$ cat config.mk
export PLATFORM = sky130hd
export DESIGN_NAME = ram_fifo_ctrl
export DESIGN_NICKNAME = d
export VERILOG_FILES = /design/src/rtl/ram_fifo_ctrl.sv
export SDC_FILE = /design/constraint.sdc
export NUM_CORES = 1
export LEC_CHECK = 0
export CORE_UTILIZATION = 38
export CTS_CLUSTER_DIAMETER = 40
export DETAILED_ROUTE_END_ITERATION = 16
export PLACE_DENSITY_LB_ADDON = 0.15
export SLEW_MARGIN = 20
export SYNTH_ARGS = -nofsm -noshare
export SYNTH_HDL_FRONTEND = slang
export SYNTH_SLANG_ARGS = --single-unit
$ cat constraint.sdc
create_clock -name clk -period 3.9 [get_ports clk]
set_input_delay 0.39 -clock clk [delete_from_list [all_inputs] [get_ports clk]]
set_output_delay 0.39 -clock clk [all_outputs]
set_load 0.02 [all_outputs]
$ cat src/rtl/ram_fifo_ctrl.sv
// -----------------------------------------------------------------------------
// ram_fifo_ctrl
//   Streaming FIFO controller that sits directly upstream of a dual-address RAM
//   with a registered read port (1 posedge latency) and a negedge write port.
//   The controller owns the RAM addresses and the rd_en / wr_en / cs strobes,
//   and presents a valid/ready interface on both sides. The RAM output register
//   is used as one extra holding slot, so the FIFO stores DEPTH+1 words.
//
//   Optional feature macro: FALLTHROUGH_EN
//     When defined, a word pushed into an empty RAM is fetched in the same
//     cycle (the negedge write lands before the posedge read), which cuts
//     push-to-out_valid latency from 2 cycles to 1.
//
// Ports
//   clk             in   1          clock, all state on posedge
//   rst             in   1          asynchronous active-high reset
//   flush           in   1          synchronous clear of all FIFO state
//   in_valid        in   1          producer has a word
//   in_ready        out  1          controller accepts a word this cycle
//   in_data         in   WORDSIZE   producer word
//   out_valid       out  1          out_data holds a valid word
//   out_ready       in   1          consumer takes out_data this cycle
//   out_data        out  WORDSIZE   word at the head of the FIFO (RAM output)
//   ram_read_addr   out  ADDRSIZE   RAM read address
//   ram_write_addr  out  ADDRSIZE   RAM write address
//   ram_rd_en       out  1          RAM read enable
//   ram_wr_en       out  1          RAM write enable
//   ram_cs          out  1          RAM chip select
//   ram_data_in     out  WORDSIZE   RAM write data
//   ram_data_out    in   WORDSIZE   RAM registered read data
//   count           out  ADDRSIZE+1 occupancy, 0..DEPTH+1
// -----------------------------------------------------------------------------
module ram_fifo_ctrl #(
   parameter int WORDSIZE = 16,
   parameter int ADDRSIZE = 6
) (
   input  logic                clk,
   input  logic                rst,
   input  logic                flush,
   input  logic                in_valid,
   output logic                in_ready,
   input  logic [WORDSIZE-1:0] in_data,
   output logic                out_valid,
   input  logic                out_ready,
   output logic [WORDSIZE-1:0] out_data,
   output logic [ADDRSIZE-1:0] ram_read_addr,
   output logic [ADDRSIZE-1:0] ram_write_addr,
   output logic                ram_rd_en,
   output logic                ram_wr_en,
   output logic                ram_cs,
   output logic [WORDSIZE-1:0] ram_data_in,
   input  logic [WORDSIZE-1:0] ram_data_out,
   output logic [ADDRSIZE:0]   count
);

   localparam logic [ADDRSIZE:0]   DEPTH_C   = {1'b1, {ADDRSIZE{1'b0}}};
   localparam logic [ADDRSIZE:0]   CNT_ZERO_C = {(ADDRSIZE+1){1'b0}};
   localparam logic [ADDRSIZE:0]   CNT_ONE_C = {{ADDRSIZE{1'b0}}, 1'b1};
   localparam logic [ADDRSIZE-1:0] PTR_ZERO_C = {ADDRSIZE{1'b0}};
   localparam logic [ADDRSIZE-1:0] PTR_ONE_C = {{(ADDRSIZE-1){1'b0}}, 1'b1};

   // Output stage: EMPTY when the RAM output register holds nothing useful,
   // HOLD when it holds the head word of the FIFO.
   typedef enum logic [0:0] {
      ST_EMPTY = 1'b0,
      ST_HOLD  = 1'b1
   } out_state_t;

   out_state_t          out_state_r;
   logic [ADDRSIZE-1:0] wr_ptr_r;
   logic [ADDRSIZE-1:0] rd_ptr_r;
   logic [ADDRSIZE:0]   ram_cnt_r;

   logic out_valid_s;
   logic in_ready_s;
   logic push_s;
   logic avail_s;
   logic fetch_s;
   logic pop_s;

   // Handshake decode: push, fetch (RAM read into the output register) and pop
   always_comb begin
      out_valid_s = (out_state_r == ST_HOLD);
      // A full RAM refuses pushes even when a pop frees the output slot this
      // cycle; the freed slot only propagates back once the fetch lands.
      in_ready_s  = (ram_cnt_r != DEPTH_C) && !rst;
      push_s      = in_valid && in_ready_s && !flush;
`ifdef FALLTHROUGH_EN
      // The negedge write of the pushed word precedes the posedge read, so an
      // empty RAM can hand the word straight through in the same cycle.
      avail_s     = (ram_cnt_r != CNT_ZERO_C) || push_s;
`else
      avail_s     = (ram_cnt_r != CNT_ZERO_C);
`endif
      // Refill the output register whenever it is empty or being drained.
      fetch_s     = avail_s && (!out_valid_s || out_ready) && !rst && !flush;
      pop_s       = out_valid_s && out_ready;
   end

   // RAM interface and status outputs
   always_comb begin
      in_ready       = in_ready_s;
      out_valid      = out_valid_s;
      out_data       = ram_data_out;
      ram_cs         = !rst;
      ram_wr_en      = push_s;
      ram_rd_en      = fetch_s;
      ram_write_addr = wr_ptr_r;
      ram_read_addr  = rd_ptr_r;
      ram_data_in    = in_data;
      if (rst) begin
         count = CNT_ZERO_C;
      end else begin
         count = ram_cnt_r + {{ADDRSIZE{1'b0}}, out_valid_s};
      end
   end

   // FIFO state: pointers, RAM occupancy and output-stage FSM
   always_ff @(posedge clk or posedge rst) begin
      if (rst) begin
         wr_ptr_r    <= PTR_ZERO_C;
         rd_ptr_r    <= PTR_ZERO_C;
         ram_cnt_r   <= CNT_ZERO_C;
         out_state_r <= ST_EMPTY;
      end else if (flush) begin
         wr_ptr_r    <= PTR_ZERO_C;
         rd_ptr_r    <= PTR_ZERO_C;
         ram_cnt_r   <= CNT_ZERO_C;
         out_state_r <= ST_EMPTY;
      end else begin
         if (push_s) begin
            wr_ptr_r <= wr_ptr_r + PTR_ONE_C;
         end else begin
            wr_ptr_r <= wr_ptr_r;
         end

         if (fetch_s) begin
            rd_ptr_r <= rd_ptr_r + PTR_ONE_C;
         end else begin
            rd_ptr_r <= rd_ptr_r;
         end

         case ({push_s, fetch_s})
            2'b10:   ram_cnt_r <= ram_cnt_r + CNT_ONE_C;
            2'b01:   ram_cnt_r <= ram_cnt_r - CNT_ONE_C;
            default: ram_cnt_r <= ram_cnt_r;
         endcase

         case (out_state_r)
            ST_EMPTY: begin
               if (fetch_s) begin
                  out_state_r <= ST_HOLD;
               end else begin
                  out_state_r <= ST_EMPTY;
               end
            end
            ST_HOLD: begin
               // A fetch while holding implies out_ready, so pop and refill
               // together keep the stage full at one word per cycle.
               if (fetch_s) begin
                  out_state_r <= ST_HOLD;
               end else if (pop_s) begin
                  out_state_r <= ST_EMPTY;
               end else begin
                  out_state_r <= ST_HOLD;
               end
            end
            default: out_state_r <= ST_EMPTY;
         endcase
      end
   end

endmodule

Yosys cells after proc, flatten, opt, wreduce, memory -nomap -nowiden --
Cells that the tools add are included.
Storage, ports and cells: bits in registers 20, word-level logic and storage cells 40, output and inout bits 56
Operators by class: bitwise operators 1, multiplexer cells 12, reduce and logical (&&, ||, !) cells 15, add/sub/neg operators 5, equality and inequality tests 3
Operator list (count):
- 6-bit two-way mux | 4
- 7-bit two-way mux | 2
- 7-bit case mux with 2 select lines | 1
- 6-bit by 1-bit adder with 6-bit output, second input constant | 2
- 7-bit by 1-bit adder with 7-bit output | 1
- 7-bit by 1-bit adder with 7-bit output, second input constant | 1
- 1-bit logical AND | 7
- 7-bit != test, second input constant | 1
- 7-bit nonzero test | 1
- 7-bit by 1-bit subtractor with 7-bit output, second input constant | 1
- 1-bit two-way mux | 4
- 2-bit nonzero test | 2
- 1-bit logical NOT | 3
- 3-bit nonzero test | 1
- 2-bit by 1-bit equality test with 1-bit output, second input constant | 1
- 2-bit equality test, second input constant | 1
- 1-bit case mux with 2 select lines | 1
- 1-bit logical OR | 1
- 1-bit NOT | 1

Logic depth before layout (Yosys ltp) --
Gate-level depths: netlist of the first run.
depth in word-level cells 8, mapped depth 11, mapped depth without buffers 10

Worst setup path before layout of the first run --
OpenSTA, ideal clock, no wires.
path kind reg-to-reg, start reg ram_cnt_r[2], end reg ram_cnt_r[6], setup slack 0.819 ns, library setup time 0.128 ns, period minus slack after synthesis 3.081 ns, arrival 2.954 ns, required time 3.772 ns, buffers on the path 0, cell stages (with the launch flop) 11, path through dfrtp_1 -> nor4_4 -> a311oi_4 -> or3_1 -> inv_1 -> ha_1 -> nor2b_1 -> o31a_1 -> o22ai_1 -> mux2i_1 -> mux2_1
On the way: cells in the longest elaborated chain, start to end 7, elaborated cells between the ends (all ways) 15, classes of those cells add/sub (2); eq/ne (3); mux (2); reduce/logical (8)
RTL lines:
- start, declared | RTL line 72 | logic [ADDRSIZE:0] ram_cnt_r;
- start signal, assigned | RTL line 144 | 2'b10: ram_cnt_r <= ram_cnt_r + CNT_ONE_C;
- start signal, assigned | RTL line 145 | 2'b01: ram_cnt_r <= ram_cnt_r - CNT_ONE_C;
- start signal, assigned | RTL line 146 | default: ram_cnt_r <= ram_cnt_r;
- 7-bit != test / 7-bit nonzero test (equally long branches) | RTL line 86, 93
- 1-bit logical AND, on equally long branches | RTL line 86, 96
- 1-bit logical AND, on equally long branches (2 in series) | RTL line 87, 96
- 2-bit by 1-bit equality test with 1-bit output / 2-bit equality test (equally long branches) | RTL line 143 | case ({push_s, fetch_s})
- 7-bit case mux with 2 select lines | RTL line 143
- 7-bit two-way mux | RTL line 125 | end else if (flush) begin
Several ways; a longest one is shown, not always the timed one. A chain may end at the register's enable or synchronous reset.

Worst setup path after layout of the first run --
Ends and elaborated chain as after synthesis.

==> reports/qor.csv, run 1 <==
stage,metric,value,unit
status,status,completed,
timing,worst slew pin tran,578,ps
floorplan,Core Region,4030,sq um
cells_and_area,fill count,405,
global_route,GRT Total Usage,15.9,%
setup_path,CP Data Required Time,4050,ps
logic_synthesis,post-synthesis sequential area ratio,31.3,%
floorplan,die area,4480,sq um
logic_synthesis,Most used DFF post-synth,dfrtp_1,
power,Int Power,0.000609,W
floorplan,Ports,93,
setup_path,slowest cell on the critical path,nor4_4,
logic_synthesis,Mapped Cells,177,
logic_synthesis,Yosys cell types,41,
power,leakage power,0.785,nW
logic_synthesis,post-synthesis xor/xnor area fraction,8.20,%
timing,Tcrit/Tclk final,84.3,%
cts,clock root buffer,clkbuf_8,
global_route,largest net degree at the start of global routing,25,
routing,drt drc,0,
cells_and_area,P&R area growth vs syn,10.4,%
power,maximum VDD drop,0.000258,V
floorplan,Site Rows,23,
floorplan,Die Span Y,66.9,microns
logic_synthesis,ys async rst share,100,%
cts,cts repair resizes,0,
logic_synthesis,synthesized area,1600,sq um
setup_path,R2R setup slack,610,ps
timing,Setup TNS,0,ps
logic_synthesis,Mapped Avg Cell Area,9.05,sq um
cts,CTS sink cnt,20,
power,combinational power share,53.8,%
setup_path,cells along the critical path,"nor4_4, a311oi_4, or3_1, inv_1, ha_1, nor2b_1, o31a_1, o22ai_1, mux2i_1, mux2_1",
routing,starting DRC count in detailed routing,15,
place,RD Place Congestion,0.790,
logic_synthesis,dominant cells by area after synthesis,"dfrtp_1, buf_4, ha_1",
place,DP Worst Slack,464,ps
floorplan,effective utilization at floorplan,39.8,%
cells_and_area,Layout Nets,225,
logic_synthesis,Synth Register Bits,20,
logic_synthesis,Synth Area in Compound Gates,14.1,%
timing,"Min Clock Period, post-route",3290,ps
setup_path,Startpoint Class,register,
cts,Num CTS Buffers,3,
power,clock power share,14.9,%
cells_and_area,share of cells above drive strength 1,7.91,%
place,Placement Cell Area,1710,sq um
setup_path,crit-path max FO,7,
cts,hold bufs inserted after CTS,0,
cells_and_area,cell area after layout,1770,sq um
setup_path,CP endpoint kind,register,
cts,CTS tree,yes,
setup_path,"CP delay by family, top",simple AND/OR/NAND/NOR gates,
logic_synthesis,top cell type's share of synthesized area,31.3,%
power,Power per Cell Area,616,nW/um^2
cts,CTS Buffer Depth,2,
logic_synthesis,adder and majority cell fraction of the synthesized area,8.28,%
global_route,first-pass GRT wire length,5.32,mm
routing,DRT Pass-1 Iters,4,
timing,Min Hold Slack,562,ps
floorplan,die width,66.9,microns
timing,fin worst setup slack,612,ps
logic_synthesis,Post-Synth Simple-Gate Area,18.0,%
cts,post-CTS setup buffer count,0,
setup_path,Worst EP arrival,3430,ps
setup_path,"Worst Path Class, Setup",reg -> reg,
cells_and_area,antenna cell count,0,
power,sequential power share,31.2,%
cts,worst skew pair latency,270,ps
routing,Via Count,1181,
routing,Vias/cell,5.20,
timing,Final Skew,7.25,ps
power,Pwr Total,0.00109,W
routing,final antenna-violating net count,0,
global_route,antenna violations before repair,0,
run,Max-Cap Viols,0,
place,port bufs,28,
timing,Slew Limit Fails,0,
logic_synthesis,Synthesis Warnings,0,
routing,Routed Wire Length,3.46,mm
logic_synthesis,post-synthesis mux area share,1.95,%
place,Final HPWL DP,2.52,mm
logic_synthesis,syn_nets,224,
power,P_sw,0.000480,W
timing,"Hold Vio Cnt, Final",0,
global_route,number of global-route vias before repair,1129,
timing,final setup fails,0,
setup_path,CP peak stage delay,560,ps
logic_synthesis,largest family of logic cells by synthesized area,buffers and inverters,
cts,H-tree depth,1,
setup_path,"Buf+Inv Stages, Crit Path",1,
power,sw frac,44.1,%
routing,wire per inst,15.2,microns
logic_synthesis,Post-synth EDFFs,0,
timing,RSZ-0062 raised after global routing,no,
cts,clock slew at reported path FFs,80,ps
global_route,total grt overflow,0,
logic_synthesis,largest area contributor in the netlist,dfrtp_1,
timing,Slew HR,61.3,%
min_path,Worst Hold Class,reg -> reg,
timing,f_max,304,MHz
## metal layers
metal	vias up	track usage [%]	wire [microns]
li1	570	-	-
met1	545	19.3	1450
met2	45	25.5	1660
met3	21	3.25	240
met4	0	9.57	109
met5	-	0	0
## stage by stage
step	util, %	std cells
final	43.9	227
after global routing	43.9	227
after CTS	43.9	227
after detailed placement	42.5	223
after global placement	42.5	223
after floorplan	-	177
## power by group through the flow
stage	Sequential (W)	Clock, W	Combinational, W
3_5_place_dp	0.000344	0	0.000583
6_report	0.000340	0.000163	0.000587
5_1_grt	0.000352	0.000179	0.000639
4_1_cts	0.000340	0.000170	0.000590
3_3_place_gp	0.000346	0	0.000567
2_1_floorplan	0.000340	0	0.000454
## cell usage in the layout, fill, tap and decap left out
cell type        synthesis  routed
or2_2                    1       1
a211o_1                  2       2
o2111ai_1                1       1
dfrtp_1                 20      20
nand3_1                  3       3
fa_1                     1       1
or3_1                    3       3
mux2i_1                  2       2
o21a_1                   1       1
o41ai_1                  1       1
inv_1                    6       6
nor2_1                  22      22
a21oi_1                  6       6
and2_1                   1       1
clkdlybuf4s50_1          0      28
a211oi_2                 1       1
a31oi_1                  1       1
and3_1                   2       2
a311o_1                  1       1
nand2b_1                 1       1
and2_0                   1       1
nand4_1                  4       4
nor3_1                   2       2
clkbuf_8                 0       4
o22ai_1                  1       1
a2111oi_1                1       1
buf_4                   32       5
o31ai_1                  3       3
xor2_1                  12      12
nand2_1                 11      11
o31a_1                   1       1
nor4_4                   1       1
ha_1                     9       9
a311oi_4                 1       1
a31oi_2                  1       1
mux2_1                   1       1
xnor2_1                  3       3
nor2b_1                  6       6
o21ai_0                  3       3
a21o_1                   3       3
## cells in the mapped netlist, drive strengths merged (3+ instances only)
cell,instances
a21o,3
a21oi,6
buf,35
dfrtp,20
ha,9
inv,6
nand2,11
nand3,3
nand4,4
nor2,22
nor2b,6
o21ai,3
o31ai,3
or3,3
xnor2,3
xor2,12
## path summary, 6_finish.rpt
check	startpoint	end	cells past startpoint
worst max-delay path	ram_cnt_r[2]	ram_cnt_r[6]	10
worst min-delay path	ram_read_addr[5]	ram_read_addr[5]	2
worst max register to register	ram_cnt_r[2]	ram_cnt_r[6]	10
worst min register to register	ram_read_addr[5]	ram_read_addr[5]	2
max in group asynchronous	rst	ram_write_addr[5]	4
min in group asynchronous	rst	ram_cnt_r[1]	4
## logic make-up (layout without fill, tap and decap cells)
kind of cell / after synthesis / in the layout
AO/OA/AOI/OAI: 28 / 28
XOR/XNOR: 15 / 15
adder cells (fa/ha/maj): 10 / 10
buffers and inverters: 43 / 43
flip-flops: 20 / 20
multiplexers: 3 / 3
AND/OR/NAND/NOR: 58 / 58
## cell type report
| type | instances | area, sq um | area share (%) |
|---|---|---|---|
| Multi-Input combinational cell | 114 | 810 | 45.8 |
| Sequential cell | 20 | 500 | 28.3 |
| Timing Repair Buffer | 33 | 318 | 18.0 |
| Tap cell | 50 | 62.6 | 3.54 |
| Clock buffer | 4 | 55.1 | 3.11 |
| Inverter | 6 | 22.5 | 1.27 |
## state kept, by name, summed over array words and instances, names as in the netlist
name,count
ram_read_addr,6
out_valid,1
ram_write_addr,6
ram_cnt_r,7
## worst min-delay path, cell delays in order, from the launching register on
cell	delay [ps]
dfrtp_1	370
xor2_1	70
nor2_1	80
(Power assumes the default switching activity.)
==> run 2, diff against run 1 <==
Settings changed: CORE_UTILIZATION 38 to 35.
Clock period 3.9 ns to 2.8 ns, I/O delays scaled along.
==> run 2 against run 1 <==
Against the previous run:
- hold slack got worse by 1.9 ps
- clock skew is 5.8 ps lower
- global-route usage is essentially flat
- critical path type unchanged
- first-iteration DRC count up 110%
- power grew 69%
==> reports/qor.csv, run 2 (synthesis results as in run 1) <==
stage,metric,value,unit,change
cts,CTS sink cnt,20,,unchanged
cells_and_area,Reg with most FFs,ram_cnt_r,,unchanged
cells_and_area,max FFs per register,7,,unchanged
timing,Slew Limit Fails,0,,unchanged
routing,Routed Wire Length,3.72,mm,was 3.46 mm
timing,RSZ-0062 raised after global routing,yes,,was no
global_route,antenna violations before repair,0,,unchanged
cts,clock root buffer,clkbuf_8,,unchanged
timing,Slew HR,59.0,%,was 61.3%
timing,final setup fails,0,,unchanged
timing,"Hold Vio Cnt, Final",0,,unchanged
floorplan,Die Span Y,69.6,microns,was 66.9 microns
place,Final HPWL DP,2.82,mm,was 2.52 mm
cells_and_area,Final Util,45.1,%,was 43.9%
global_route,largest net degree at the start of global routing,25,,unchanged
setup_path,Worst EP arrival,2930,ps,was 3430 ps
setup_path,crit-path max FO,4,,was 7
global_route,GRT Total Usage,15.9,%,about the same
cts,H-tree depth,1,,unchanged
power,Power per Cell Area,929,nW/um^2,was 616 nW/um^2
setup_path,"Worst Path Class, Setup",reg -> reg,,unchanged
cts,CTS tree,yes,,unchanged
power,leakage power,0.899,nW,was 0.785 nW
global_route,first-pass GRT wire length,6.36,mm,was 5.32 mm
timing,worst slew pin tran,614,ps,was 578 ps
place,port bufs,28,,unchanged
routing,starting DRC count in detailed routing,31,,was 15
cells_and_area,Layout Nets,244,,was 225
min_path,Worst Hold Class,in -> out,,was reg -> reg
status,status,completed,,unchanged
timing,Tcrit/Tclk final,98.9,%,was 84.3%
floorplan,effective utilization at floorplan,36.5,%,was 39.8%
routing,wire per inst,15.0,microns,was 15.2 microns
timing,f_max,361,MHz,was 304 MHz
cells_and_area,antenna cell count,0,,unchanged
cells_and_area,share of cells above drive strength 1,20.4,%,was 7.91%
cts,Num CTS Buffers,3,,unchanged
cts,CTS Buffer Depth,2,,unchanged
setup_path,CP endpoint kind,register,,unchanged
run,Max-Cap Viols,0,,unchanged
cts,hold bufs inserted after CTS,0,,unchanged
routing,drt drc,0,,unchanged
power,maximum VDD drop,0.000327,V,was 0.000258 V
floorplan,Site Rows,24,,was 23
floorplan,Core Region,4380,sq um,was 4030 sq um
setup_path,CP Data Required Time,2960,ps,was 4050 ps
cells_and_area,P&R area growth vs syn,23.6,%,was 10.4%
routing,DRT Pass-1 Iters,4,,unchanged
global_route,total grt overflow,0,,unchanged
routing,final antenna-violating net count,0,,unchanged
timing,Final Skew,1.42,ps,was 7.25 ps
place,RD Place Congestion,0.876,,was 0.790
floorplan,Ports,93,,unchanged
cts,clock slew at reported path FFs,80,ps,about the same
floorplan,die area,4850,sq um,was 4480 sq um
timing,"Min Clock Period, post-route",2770,ps,was 3290 ps
cells_and_area,"most common cell after layout, fill and taps aside",clkdlybuf4s50_1,,unchanged
cts,worst skew pair latency,260,ps,was 270 ps
power,Pwr Total,0.00184,W,was 0.00109 W
global_route,number of global-route vias before repair,1348,,was 1129
setup_path,Startpoint Class,register,,unchanged
routing,Via Count,1247,,was 1181
cells_and_area,most frequent cells in the layout,"clkdlybuf4s50_1, buf_4, nor2_1, dfrtp_1, xor2_1",,"was clkdlybuf4s50_1, nor2_1, dfrtp_1, xor2_1, nand2_1"
floorplan,die width,69.6,microns,was 66.9 microns
routing,Vias/cell,5.03,,was 5.20
==> run 2: cell types whose count changed in the layout (fill, tap and decap cells not counted), sizes merged <==
cell	previous run	this run
buf	5	24
bufinv	0	1
clkbuf	4	3
==> run 2: stage by stage <==
step | hold slack (ps) | TNS [ps] | worst slack, ps | cell area [sq um] | cells
6_report | 560 | 0 | 29.9 | 1980 | 248
5_1_grt | 560 | -177 | -71.6 | 1980 | 248
4_1_cts | 560 | 0 | 5.20 | 1960 | 247
3_5_place_dp | 548 | -305 | -200 | 1870 | 242
3_3_place_gp | 525 | -268 | -157 | 1870 | 242
2_1_floorplan | 377 | -266 | -220 | 1630 | 177
==> run 2: critical path, stage by stage (launching register included) <==
cell	delay (ps)
dfrtp_1	410
nor4_4	380
a311oi_4	140
or3_4	410
inv_4	90
ha_1	230
a21o_1	200
a311o_1	360
a21oi_2	140
xor2_1	90
o31ai_1	230
==> run 2: what timing repair did <==
item,in CTS,in global routing
endpoints found under the hold margin,0,0
buffers inserted,1,1
endpoints found under the setup margin,2,3
pin swaps,3,0
gates resized for setup,2,1
==> run 2: layer usage <==
metal / routed length (microns) / GRT usage [%] / up-vias
li1: - / - / 613
met1: 1670 / 19.9 / 585
met2: 1790 / 26.1 / 43
met3: 232 / 5.09 / 6
met4: 34 / 5.11 / 0
met5: 0 / 0 / -
==> run 2: final cells by class <==
type,instances,area [sq um]
well taps,52,65.1
multi-input cells,114,857
flip-flops and latches,20,500
inverters,6,25.0
clock buffers,3,41.3
fillers,429,2400
repair buffers,52,460
clock inverters,1,30.0
==> run 2: power by group <==
| group | total [W] | switching [W] | internal, W | leakage (nW) |
|---|---|---|---|---|
| sequential | 0.000422 | 0.0000656 | 0.000356 | 0.272 |
| clock | 0.000293 | 0.000103 | 0.000191 | 0.0357 |
| combinational | 0.00112 | 0.000575 | 0.000548 | 0.591 |
==> run 2: worst paths after layout <==
| check | start | end | slack (ps) | depth (start not counted) |
|---|---|---|---|---|
| worst max-delay path | ram_cnt_r[2] | ram_cnt_r[5] | 30 | 10 |
| worst min-delay path | in_data[10] | ram_data_in[10] | 560 | 0 |
| max in group asynchronous | rst | ram_cnt_r[5] | 1870 | 4 |
| worst max register to register | ram_cnt_r[2] | ram_cnt_r[5] | 30 | 10 |
| worst min register to register | ram_write_addr[5] | ram_write_addr[5] | 560 | 2 |
| min in group asynchronous | rst | ram_read_addr[3] | 720 | 4 |
